--- config.mk ---
export PLATFORM = sky130hd
export DESIGN_NAME = reorder_buffer_flat
export DESIGN_NICKNAME = d
export VERILOG_FILES = /design/src/rtl/reorder_buffer_if.sv /design/src/rtl/reorder_buffer.sv /design/src/flat_wrapper.sv
export SDC_FILE = /design/constraint.sdc
export NUM_CORES = 1
export LEC_CHECK = 0
export CAP_MARGIN = 20
export CORE_MARGIN = 2
export CORE_UTILIZATION = 50
export DETAILED_ROUTE_END_ITERATION = 10
export GPL_TIMING_DRIVEN = 0
export PLACE_DENSITY = 0.7
export SYNTH_ARGS = -nofsm -noshare
export SYNTH_HDL_FRONTEND = slang
export SYNTH_SLANG_ARGS = --single-unit
--- constraint.sdc ---
create_clock -name clk_in -period 5.6 [get_ports clk_in]
set_input_delay 1.12 -clock clk_in [delete_from_list [all_inputs] [get_ports clk_in]]
set_output_delay 1.12 -clock clk_in [all_outputs]
set_load 0.1 [all_outputs]
--- src/rtl/reorder_buffer_if.sv ---
// Dispatcher/CDB/commit signal bundle of the reorder buffer.
// The master drives allocations, results and lookups; the slave (the buffer) answers.
interface reorder_buffer_if #(
    parameter int RoB_WIDTH = 3
);
    logic                 alloc_en;
    logic [5:0]           alloc_rd;
    logic                 alloc_is_branch;
    logic                 alloc_pred_taken;
    logic [31:0]          alloc_alt_pc;
    logic [RoB_WIDTH-1:0] alloc_index;
    logic                 full;
    logic                 empty;

    logic                 cdb_en;
    logic [RoB_WIDTH-1:0] cdb_index;
    logic [31:0]          cdb_data;
    logic                 cdb_taken;

    logic [RoB_WIDTH-1:0] query_idx1;
    logic [RoB_WIDTH-1:0] query_idx2;
    logic                 query_ready1;
    logic                 query_ready2;
    logic [31:0]          query_data1;
    logic [31:0]          query_data2;

    logic                 RoB_update_en;
    logic [5:0]           RoB_update_reg;
    logic [RoB_WIDTH-1:0] RoB_update_index;
    logic [31:0]          RoB_update_data;
    logic                 flush_signal;
    logic [31:0]          redirect_pc;

    modport master (
        output alloc_en, alloc_rd, alloc_is_branch, alloc_pred_taken, alloc_alt_pc,
        output cdb_en, cdb_index, cdb_data, cdb_taken,
        output query_idx1, query_idx2,
        input  alloc_index, full, empty,
        input  query_ready1, query_ready2, query_data1, query_data2,
        input  RoB_update_en, RoB_update_reg, RoB_update_index, RoB_update_data,
        input  flush_signal, redirect_pc
    );

    modport slave (
        input  alloc_en, alloc_rd, alloc_is_branch, alloc_pred_taken, alloc_alt_pc,
        input  cdb_en, cdb_index, cdb_data, cdb_taken,
        input  query_idx1, query_idx2,
        output alloc_index, full, empty,
        output query_ready1, query_ready2, query_data1, query_data2,
        output RoB_update_en, RoB_update_reg, RoB_update_index, RoB_update_data,
        output flush_signal, redirect_pc
    );
endinterface

--- src/rtl/reorder_buffer.sv ---
// Circular reorder buffer: in-order allocation, out-of-order CDB writeback,
// in-order retirement with a global flush on a branch mispredicted at commit.
module reorder_buffer #(
    parameter int         RoB_WIDTH = 3,
    parameter logic [5:0] NON_DEP   = 6'b100000
) (
    input  logic            clk_in,
    input  logic            rst_in,
    input  logic            rdy_in,
    reorder_buffer_if.slave bus
);
    localparam int                 RoB_SIZE = 1 << RoB_WIDTH;
    localparam logic [RoB_WIDTH:0] CNT_FULL = {1'b1, {RoB_WIDTH{1'b0}}};

    logic [RoB_SIZE-1:0]  valid;
    logic [RoB_SIZE-1:0]  ready;
    logic [RoB_WIDTH-1:0] head;
    logic [RoB_WIDTH-1:0] tail;
    logic [RoB_WIDTH:0]   count;

    logic [5:0]           ent_rd        [RoB_SIZE];
    logic                 ent_is_branch [RoB_SIZE];
    logic                 ent_pred      [RoB_SIZE];
    logic                 ent_taken     [RoB_SIZE];
    logic [31:0]          ent_alt_pc    [RoB_SIZE];
    logic [31:0]          ent_data      [RoB_SIZE];

    logic                 upd_en;
    logic [5:0]           upd_reg;
    logic [RoB_WIDTH-1:0] upd_index;
    logic [31:0]          upd_data;
    logic                 flush_q;
    logic [31:0]          redirect_q;

    logic full_c;
    logic do_alloc;
    logic do_wb;
    logic head_fire;
    logic mispredict;
    logic do_commit;

    // Full/empty come from the count alone; head == tail is ambiguous.
    assign full_c     = (count == CNT_FULL);
    assign do_alloc   = bus.alloc_en && !full_c && !flush_q;
    assign do_wb      = bus.cdb_en && valid[bus.cdb_index] && !flush_q;
    assign head_fire  = valid[head] && ready[head];
    assign mispredict = head_fire && ent_is_branch[head] && (ent_taken[head] != ent_pred[head]);
    assign do_commit  = head_fire && !mispredict;

    function automatic logic [32:0] lookup(input logic [RoB_WIDTH-1:0] idx);
        if (bus.cdb_en && bus.cdb_index == idx)
            return {1'b1, bus.cdb_data};
        if (valid[idx] && ready[idx])
            return {1'b1, ent_data[idx]};
        return '0;
    endfunction

    assign {bus.query_ready1, bus.query_data1} = lookup(bus.query_idx1);
    assign {bus.query_ready2, bus.query_data2} = lookup(bus.query_idx2);

    always_ff @(posedge clk_in or negedge rst_in) begin
        if (!rst_in) begin
            valid      <= '0;
            ready      <= '0;
            head       <= '0;
            tail       <= '0;
            count      <= '0;
            upd_en     <= 1'b0;
            upd_reg    <= '0;
            upd_index  <= '0;
            upd_data   <= '0;
            flush_q    <= 1'b0;
            redirect_q <= '0;
        end else if (rdy_in) begin
            if (mispredict) begin
                valid      <= '0;
                head       <= '0;
                tail       <= '0;
                count      <= '0;
                upd_en     <= 1'b0;
                flush_q    <= 1'b1;
                redirect_q <= ent_alt_pc[head];
            end else begin
                flush_q <= 1'b0;
                upd_en  <= do_commit;
                if (do_commit) begin
                    upd_reg     <= ent_rd[head];
                    upd_index   <= head;
                    upd_data    <= ent_data[head];
                    valid[head] <= 1'b0;
                    head        <= head + 1'b1;
                end
                if (do_wb)
                    ready[bus.cdb_index] <= 1'b1;
                if (do_alloc) begin
                    valid[tail] <= 1'b1;
                    ready[tail] <= 1'b0;
                    tail        <= tail + 1'b1;
                end
                case ({do_alloc, do_commit})
                    2'b10:   count <= count + 1'b1;
                    2'b01:   count <= count - 1'b1;
                    default: count <= count;
                endcase
            end
        end
    end

    // Payload; discarded slots are scrubbed to NON_DEP so stale entries never name a register.
    always_ff @(posedge clk_in) begin
        if (rdy_in) begin
            if (mispredict) begin
                for (int i = 0; i < RoB_SIZE; i++)
                    ent_rd[i] <= NON_DEP;
            end else if (do_alloc) begin
                ent_rd[tail]        <= bus.alloc_rd;
                ent_is_branch[tail] <= bus.alloc_is_branch;
                ent_pred[tail]      <= bus.alloc_pred_taken;
                ent_alt_pc[tail]    <= bus.alloc_alt_pc;
            end
            if (do_wb) begin
                ent_data[bus.cdb_index]  <= bus.cdb_data;
                ent_taken[bus.cdb_index] <= bus.cdb_taken;
            end
        end
    end

    assign bus.alloc_index      = tail;
    assign bus.full             = full_c;
    assign bus.empty            = (count == '0);
    assign bus.RoB_update_en    = upd_en;
    assign bus.RoB_update_reg   = upd_reg;
    assign bus.RoB_update_index = upd_index;
    assign bus.RoB_update_data  = upd_data;
    assign bus.flush_signal     = flush_q;
    assign bus.redirect_pc      = redirect_q;
endmodule

--- src/flat_wrapper.sv ---
// flat-port wrapper written by rule: the top's interface ports become plain ports
module reorder_buffer_flat 
#(
    parameter int         RoB_WIDTH = 3,
    parameter logic [5:0] NON_DEP   = 6'b100000
)
  (clk_in, rst_in, rdy_in, bus_alloc_en, bus_alloc_rd, bus_alloc_is_branch, bus_alloc_pred_taken, bus_alloc_alt_pc, bus_cdb_en, bus_cdb_index, bus_cdb_data, bus_cdb_taken, bus_query_idx1, bus_query_idx2, bus_alloc_index, bus_full, bus_empty, bus_query_ready1, bus_query_ready2, bus_query_data1, bus_query_data2, bus_RoB_update_en, bus_RoB_update_reg, bus_RoB_update_index, bus_RoB_update_data, bus_flush_signal, bus_redirect_pc);
  reorder_buffer_if #(.RoB_WIDTH(RoB_WIDTH)) bus_i ();
  input  logic clk_in;
  input  logic rst_in;
  input  logic rdy_in;
  input wire logic [$bits(bus_i.alloc_en)-1:0] bus_alloc_en;
  input wire logic [$bits(bus_i.alloc_rd)-1:0] bus_alloc_rd;
  input wire logic [$bits(bus_i.alloc_is_branch)-1:0] bus_alloc_is_branch;
  input wire logic [$bits(bus_i.alloc_pred_taken)-1:0] bus_alloc_pred_taken;
  input wire logic [$bits(bus_i.alloc_alt_pc)-1:0] bus_alloc_alt_pc;
  input wire logic [$bits(bus_i.cdb_en)-1:0] bus_cdb_en;
  input wire logic [$bits(bus_i.cdb_index)-1:0] bus_cdb_index;
  input wire logic [$bits(bus_i.cdb_data)-1:0] bus_cdb_data;
  input wire logic [$bits(bus_i.cdb_taken)-1:0] bus_cdb_taken;
  input wire logic [$bits(bus_i.query_idx1)-1:0] bus_query_idx1;
  input wire logic [$bits(bus_i.query_idx2)-1:0] bus_query_idx2;
  output wire logic [$bits(bus_i.alloc_index)-1:0] bus_alloc_index;
  output wire logic [$bits(bus_i.full)-1:0] bus_full;
  output wire logic [$bits(bus_i.empty)-1:0] bus_empty;
  output wire logic [$bits(bus_i.query_ready1)-1:0] bus_query_ready1;
  output wire logic [$bits(bus_i.query_ready2)-1:0] bus_query_ready2;
  output wire logic [$bits(bus_i.query_data1)-1:0] bus_query_data1;
  output wire logic [$bits(bus_i.query_data2)-1:0] bus_query_data2;
  output wire logic [$bits(bus_i.RoB_update_en)-1:0] bus_RoB_update_en;
  output wire logic [$bits(bus_i.RoB_update_reg)-1:0] bus_RoB_update_reg;
  output wire logic [$bits(bus_i.RoB_update_index)-1:0] bus_RoB_update_index;
  output wire logic [$bits(bus_i.RoB_update_data)-1:0] bus_RoB_update_data;
  output wire logic [$bits(bus_i.flush_signal)-1:0] bus_flush_signal;
  output wire logic [$bits(bus_i.redirect_pc)-1:0] bus_redirect_pc;
  assign bus_i.alloc_en = bus_alloc_en;
  assign bus_i.alloc_rd = bus_alloc_rd;
  assign bus_i.alloc_is_branch = bus_alloc_is_branch;
  assign bus_i.alloc_pred_taken = bus_alloc_pred_taken;
  assign bus_i.alloc_alt_pc = bus_alloc_alt_pc;
  assign bus_i.cdb_en = bus_cdb_en;
  assign bus_i.cdb_index = bus_cdb_index;
  assign bus_i.cdb_data = bus_cdb_data;
  assign bus_i.cdb_taken = bus_cdb_taken;
  assign bus_i.query_idx1 = bus_query_idx1;
  assign bus_i.query_idx2 = bus_query_idx2;
  assign bus_alloc_index = bus_i.alloc_index;
  assign bus_full = bus_i.full;
  assign bus_empty = bus_i.empty;
  assign bus_query_ready1 = bus_i.query_ready1;
  assign bus_query_ready2 = bus_i.query_ready2;
  assign bus_query_data1 = bus_i.query_data1;
  assign bus_query_data2 = bus_i.query_data2;
  assign bus_RoB_update_en = bus_i.RoB_update_en;
  assign bus_RoB_update_reg = bus_i.RoB_update_reg;
  assign bus_RoB_update_index = bus_i.RoB_update_index;
  assign bus_RoB_update_data = bus_i.RoB_update_data;
  assign bus_flush_signal = bus_i.flush_signal;
  assign bus_redirect_pc = bus_i.redirect_pc;
  reorder_buffer #(.RoB_WIDTH(RoB_WIDTH), .NON_DEP(NON_DEP)) u_core (.clk_in(clk_in), .rst_in(rst_in), .rdy_in(rdy_in), .bus(bus_i));
endmodule
==> summary.md, run 1 <==
| Metric | Value |
|---|---|
| GRT Residual Overflow | `0` |
| Count of flip-flops with a built-in enable after synthesis | `a little under 600` |
| Number of nets in the synthesized netlist | `2027` |
| Flop2flop setup slack | `roughly 0.87 ns` |
| Critical path class | `in2out` |
| Final critical path time including I/O delays and setup | `5.54 ns` |
| Count of unresolved DRC violations after routing | `0` |
| Capturing element type of the critical path | `output pin` |
| Final slew viol count | `0` |
| Worst IR drop on VDD | `~0.00037 V` |
| Status | `completed` |
| Critical register-to-register path startpoint | `u_core.head[0]` |
| Placed wire-length estimate after detailed placement | `roughly 67000 um` |
| Register bit count reported by yosys | `a little under 700` |
| Share of cells above drive strength 1 | `between 20% and 30%` |
| Max-slew headroom at the worst pin | `14.7%` |
| Total power consumption of the routed design | `roughly 20 mW` |
| Number of CTS-inserted buffers | `70` |
| Commonest register cell after synthesis | `edfxtp_1` |
| Drt via density | `around 6.8` |
| Pin count of the biggest net entering global routing | `63` |
| Via count of the first global-routing pass | `20800` |
| Setup clock skew after layout | `between 0.04 and 0.05 ns` |
| H-tree depth reported by CTS | `3` |
| Clock sinks | `between 600 and 700` |
| All-layer global routing usage | `between 30% and 40%` |
| Fill cell instance count of the final layout | `between 4000 and 5000` |
| Maximum clock path buffer count | `3` |
| X dimension of the die | `between 200 and 300 um` |
| Maximum clock rate | `between 150 and 200 MHz` |
| 1st-iter DRT viols | `about 3300` |
| Total number of vias | `21100` |
| Share of flip-flops with an asynchronous set or reset after synthesis | `14.7%` |
| Destination of the worst register-to-register timing path | `u_core.count[3]` |
| CTS tree | `yes` |
| Vert. Die Dim | `between 200 and 300 um` |
| MaxCap Viol Count | `0` |
| Die area | `approximately 64000 sq um` |
| Logic depth of the worst register-to-register path | `14` |
| Root buffer cell | `clkbuf_16` |
| Post-place instance area | `roughly 35000 sq um` |
| Post-detailed-routing wire length | `~100000 um` |
| RSZ-0062 raised after global routing | `true` |
| Floorplan Core Area | `around 60000 sq um` |
| Reported leakage power | `approximately 13 nW` |
| Category of the worst setup path launch point | `input pin` |
| Worst Max-Slew Pin Slew | `1.27 ns` |
| Max FO, Critical Path | `10` |
| Core Rows | `91` |
| Data required, critical path | `about 4.5 ns` |
| Remaining number of nets flagged by the antenna check after routing | `0` |
| Synthesis warning total | `0` |
| Number of failing setup endpoints in the final timing report | `0` |
| Final critical-path share of the clock period | `a little over nine tenths` |
| Most common cell after layout, fill and taps aside | `edfxtp_1` |
| Antenna violations before repair | `11` |
| 1st-pass router iterations | `6` |
| Average wire per cell in the routed design | `32.4 um` |
| IO buf count | `about 230` |
| Clock network latency to the later pin of the worst-skew pair | `0.66 ns` |
| Endpoints failing hold | `0` |
| Biggest regs | `u_core.ent_alt_pc x256, u_core.ent_data x256, u_core.ent_rd x48` |
| Mean area per synthesized cell | `16.0 sq um` |
| Worst Hold Class | `in2async` |
| Final nets | `roughly 2400` |
| Summed area of non-filler cells in the final layout | `37500 sq um` |
| Quantity of hold-fixing buffers added after cts | `0` |
| Share of the yosys chip area belonging to registers | `64.8%` |
| First-pass GRT wire length | `approximately 140000 um` |
| Initial Utilization | `about half` |
| Highest-count cells in the layout ignoring fill and taps | `584 x edfxtp_1, 162 x mux4_2, 161 x clkdlybuf4s50_1, 145 x nand2_1, 111 x mux2i_1` |
| Library cells used by synthesis | `62` |
| Final weighted congestion in routability-driven placement | `between 0.9 and 1` |
| Synthesized area | `~31000 sq um` |
| Gate Count Post-Synth | `around 1900` |
| Synthesis-to-finish area growth | `21.3%` |
| Top-Level Pins | `about 230` |
| CTS clock-pin slew for the worst setup and hold paths | `approximately 0.06 ns` |
| Crit path DAT | `around 4.4 ns` |
| Power density over the cells | `535 nW/um^2` |
worst max-delay path by stage:
stage	cells past startpoint	startpoint	to	slack, ns
2_1_floorplan	5	bus_query_idx1[0]	bus_query_data1[10]	-0.33
3_3_place_gp	7	bus_cdb_en	u_core.ready[0]	-3.08
3_5_place_dp	9	bus_query_idx2[2]	bus_query_data2[29]	-0.95
4_1_cts	6	bus_query_idx1[0]	bus_query_data1[27]	0.0001
5_1_grt	9	bus_query_idx1[1]	bus_query_data1[3]	-0.01
6_report	7	bus_query_idx1[1]	bus_query_data1[12]	0.06
Yosys cell counts, types with 2 or more instances:
cell type  instances  area share, %
mux2i_1          111            3.6
nor2b_1           10           0.20
buf_1             25           0.30
nor2_1           103            1.2
xor2_1             9           0.25
a32o_1             8           0.26
a211oi_1           3          0.073
nand3_1           22           0.36
a22oi_1          107            2.6
nand4_1           14           0.28
a311oi_1           2          0.057
edfxtp_1         584             57
o21ai_0           50           0.81
buf_2             31           0.50
nand2b_1           9           0.18
a22o_1            22           0.62
a21o_1             2          0.049
nand3b_1           2          0.049
and2_0             2          0.040
xnor2_1            4           0.11
a21oi_1           41           0.66
mux4_1             2           0.17
o22ai_1            6           0.12
mux4_2           162             12
nand2_1          145            1.8
ha_1               6           0.24
a31oi_1            2          0.040
dfrtp_1          101            8.2
nor3_1             7           0.11
nor2_4             2          0.073
a222oi_1           5           0.16
clkbuf_1          88            1.1
mux2_1             5           0.18
o22a_1             5           0.14
o31ai_1           65            1.6
and2_1             3          0.061
nor3b_1            2          0.049
a221o_1           11           0.36
a221oi_1          28           0.79
mux2_2            84            3.1
inv_1             20           0.24
buf_6              4           0.15
worst max-delay path, stage by stage:
cell and delay [ns]:
clkdlybuf4s50_1 0.68, clkbuf_1 0.56, buf_1 0.69, mux4_2 0.35, mux2i_1 0.10, o31ai_1 0.30
clkdlybuf4s15_2 0.60
through the flow:
stage	setup WS (ns)	TNS, ns	instances	util [%]	hold slack, ns
2_1_floorplan	-0.333	-18.25	1934	-	0.501
3_3_place_gp	-3.08	-579.44	2950	55.7	0.469
3_5_place_dp	-0.952	-43.49	2980	56.7	0.481
4_1_cts	0.000147	0	3109	60.9	0.415
5_1_grt	-0.0111	-0.0111	3122	61.0	0.425
6_report	0.0638	0	3124	61.0	0.393
routing by layer:
metal	track usage, %	routed length [um]	up-vias
li1	-	-	8497
met1	40.8	35600	10600
met2	48.6	46000	1690
met3	10.8	14200	351
met4	14.9	5220	18
met5	0	114	-
area by class of cell:
cell class | count | area, sq um | share of cell area [%]
Clock inverter | 33 | 455 | 1.21
Buffer | 149 | 668 | 1.78
Multi-Input combinational cell | 1080 | 10300 | 27.6
Antenna cell | 3 | 7.51 | 0.0200
Sequential cell | 685 | 20100 | 53.5
Clock buffer | 96 | 1970 | 5.25
Inverter | 20 | 75.1 | 0.200
Timing Repair Buffer | 268 | 2950 | 7.87
Tap cell | 790 | 988 | 2.63
what timing repair did:
item                                    4_1_cts  5_1_grt
buffers inserted                              0        0
cloned                                        0        0
gates resized for setup                     248       29
endpoints found under the setup margin       65       30
power by group:
group | switching [mW] | internal (mW) | total (mW)
logic | 6.35 | 2.35 | 8.70
registers | 0.325 | 6.17 | 6.49
clock network | 2.06 | 2.83 | 4.89
total | 8.73 | 11.3 | 20.1
logic make-up after synthesis:
family | count (synthesis) | synth area share (%)
AOI/OAI and AO/OA | 366 | 8.65
xor gates and xnor gates | 15 | 0.510
adders and majority gates | 6 | 0.243
buffers and inverters | 169 | 2.28
DFF | 685 | 64.8
muxes | 364 | 18.8
and+or+nand+nor | 329 | 4.67
No activity file was read; power rests on OpenSTA's default activity.
==> run 2: changes to the inputs <==
HOLD_SLACK_MARGIN = 0.02   (was not set)
==> results of run 2 <==
The final DEF is identical to that of run 1; final timing and power are the same.
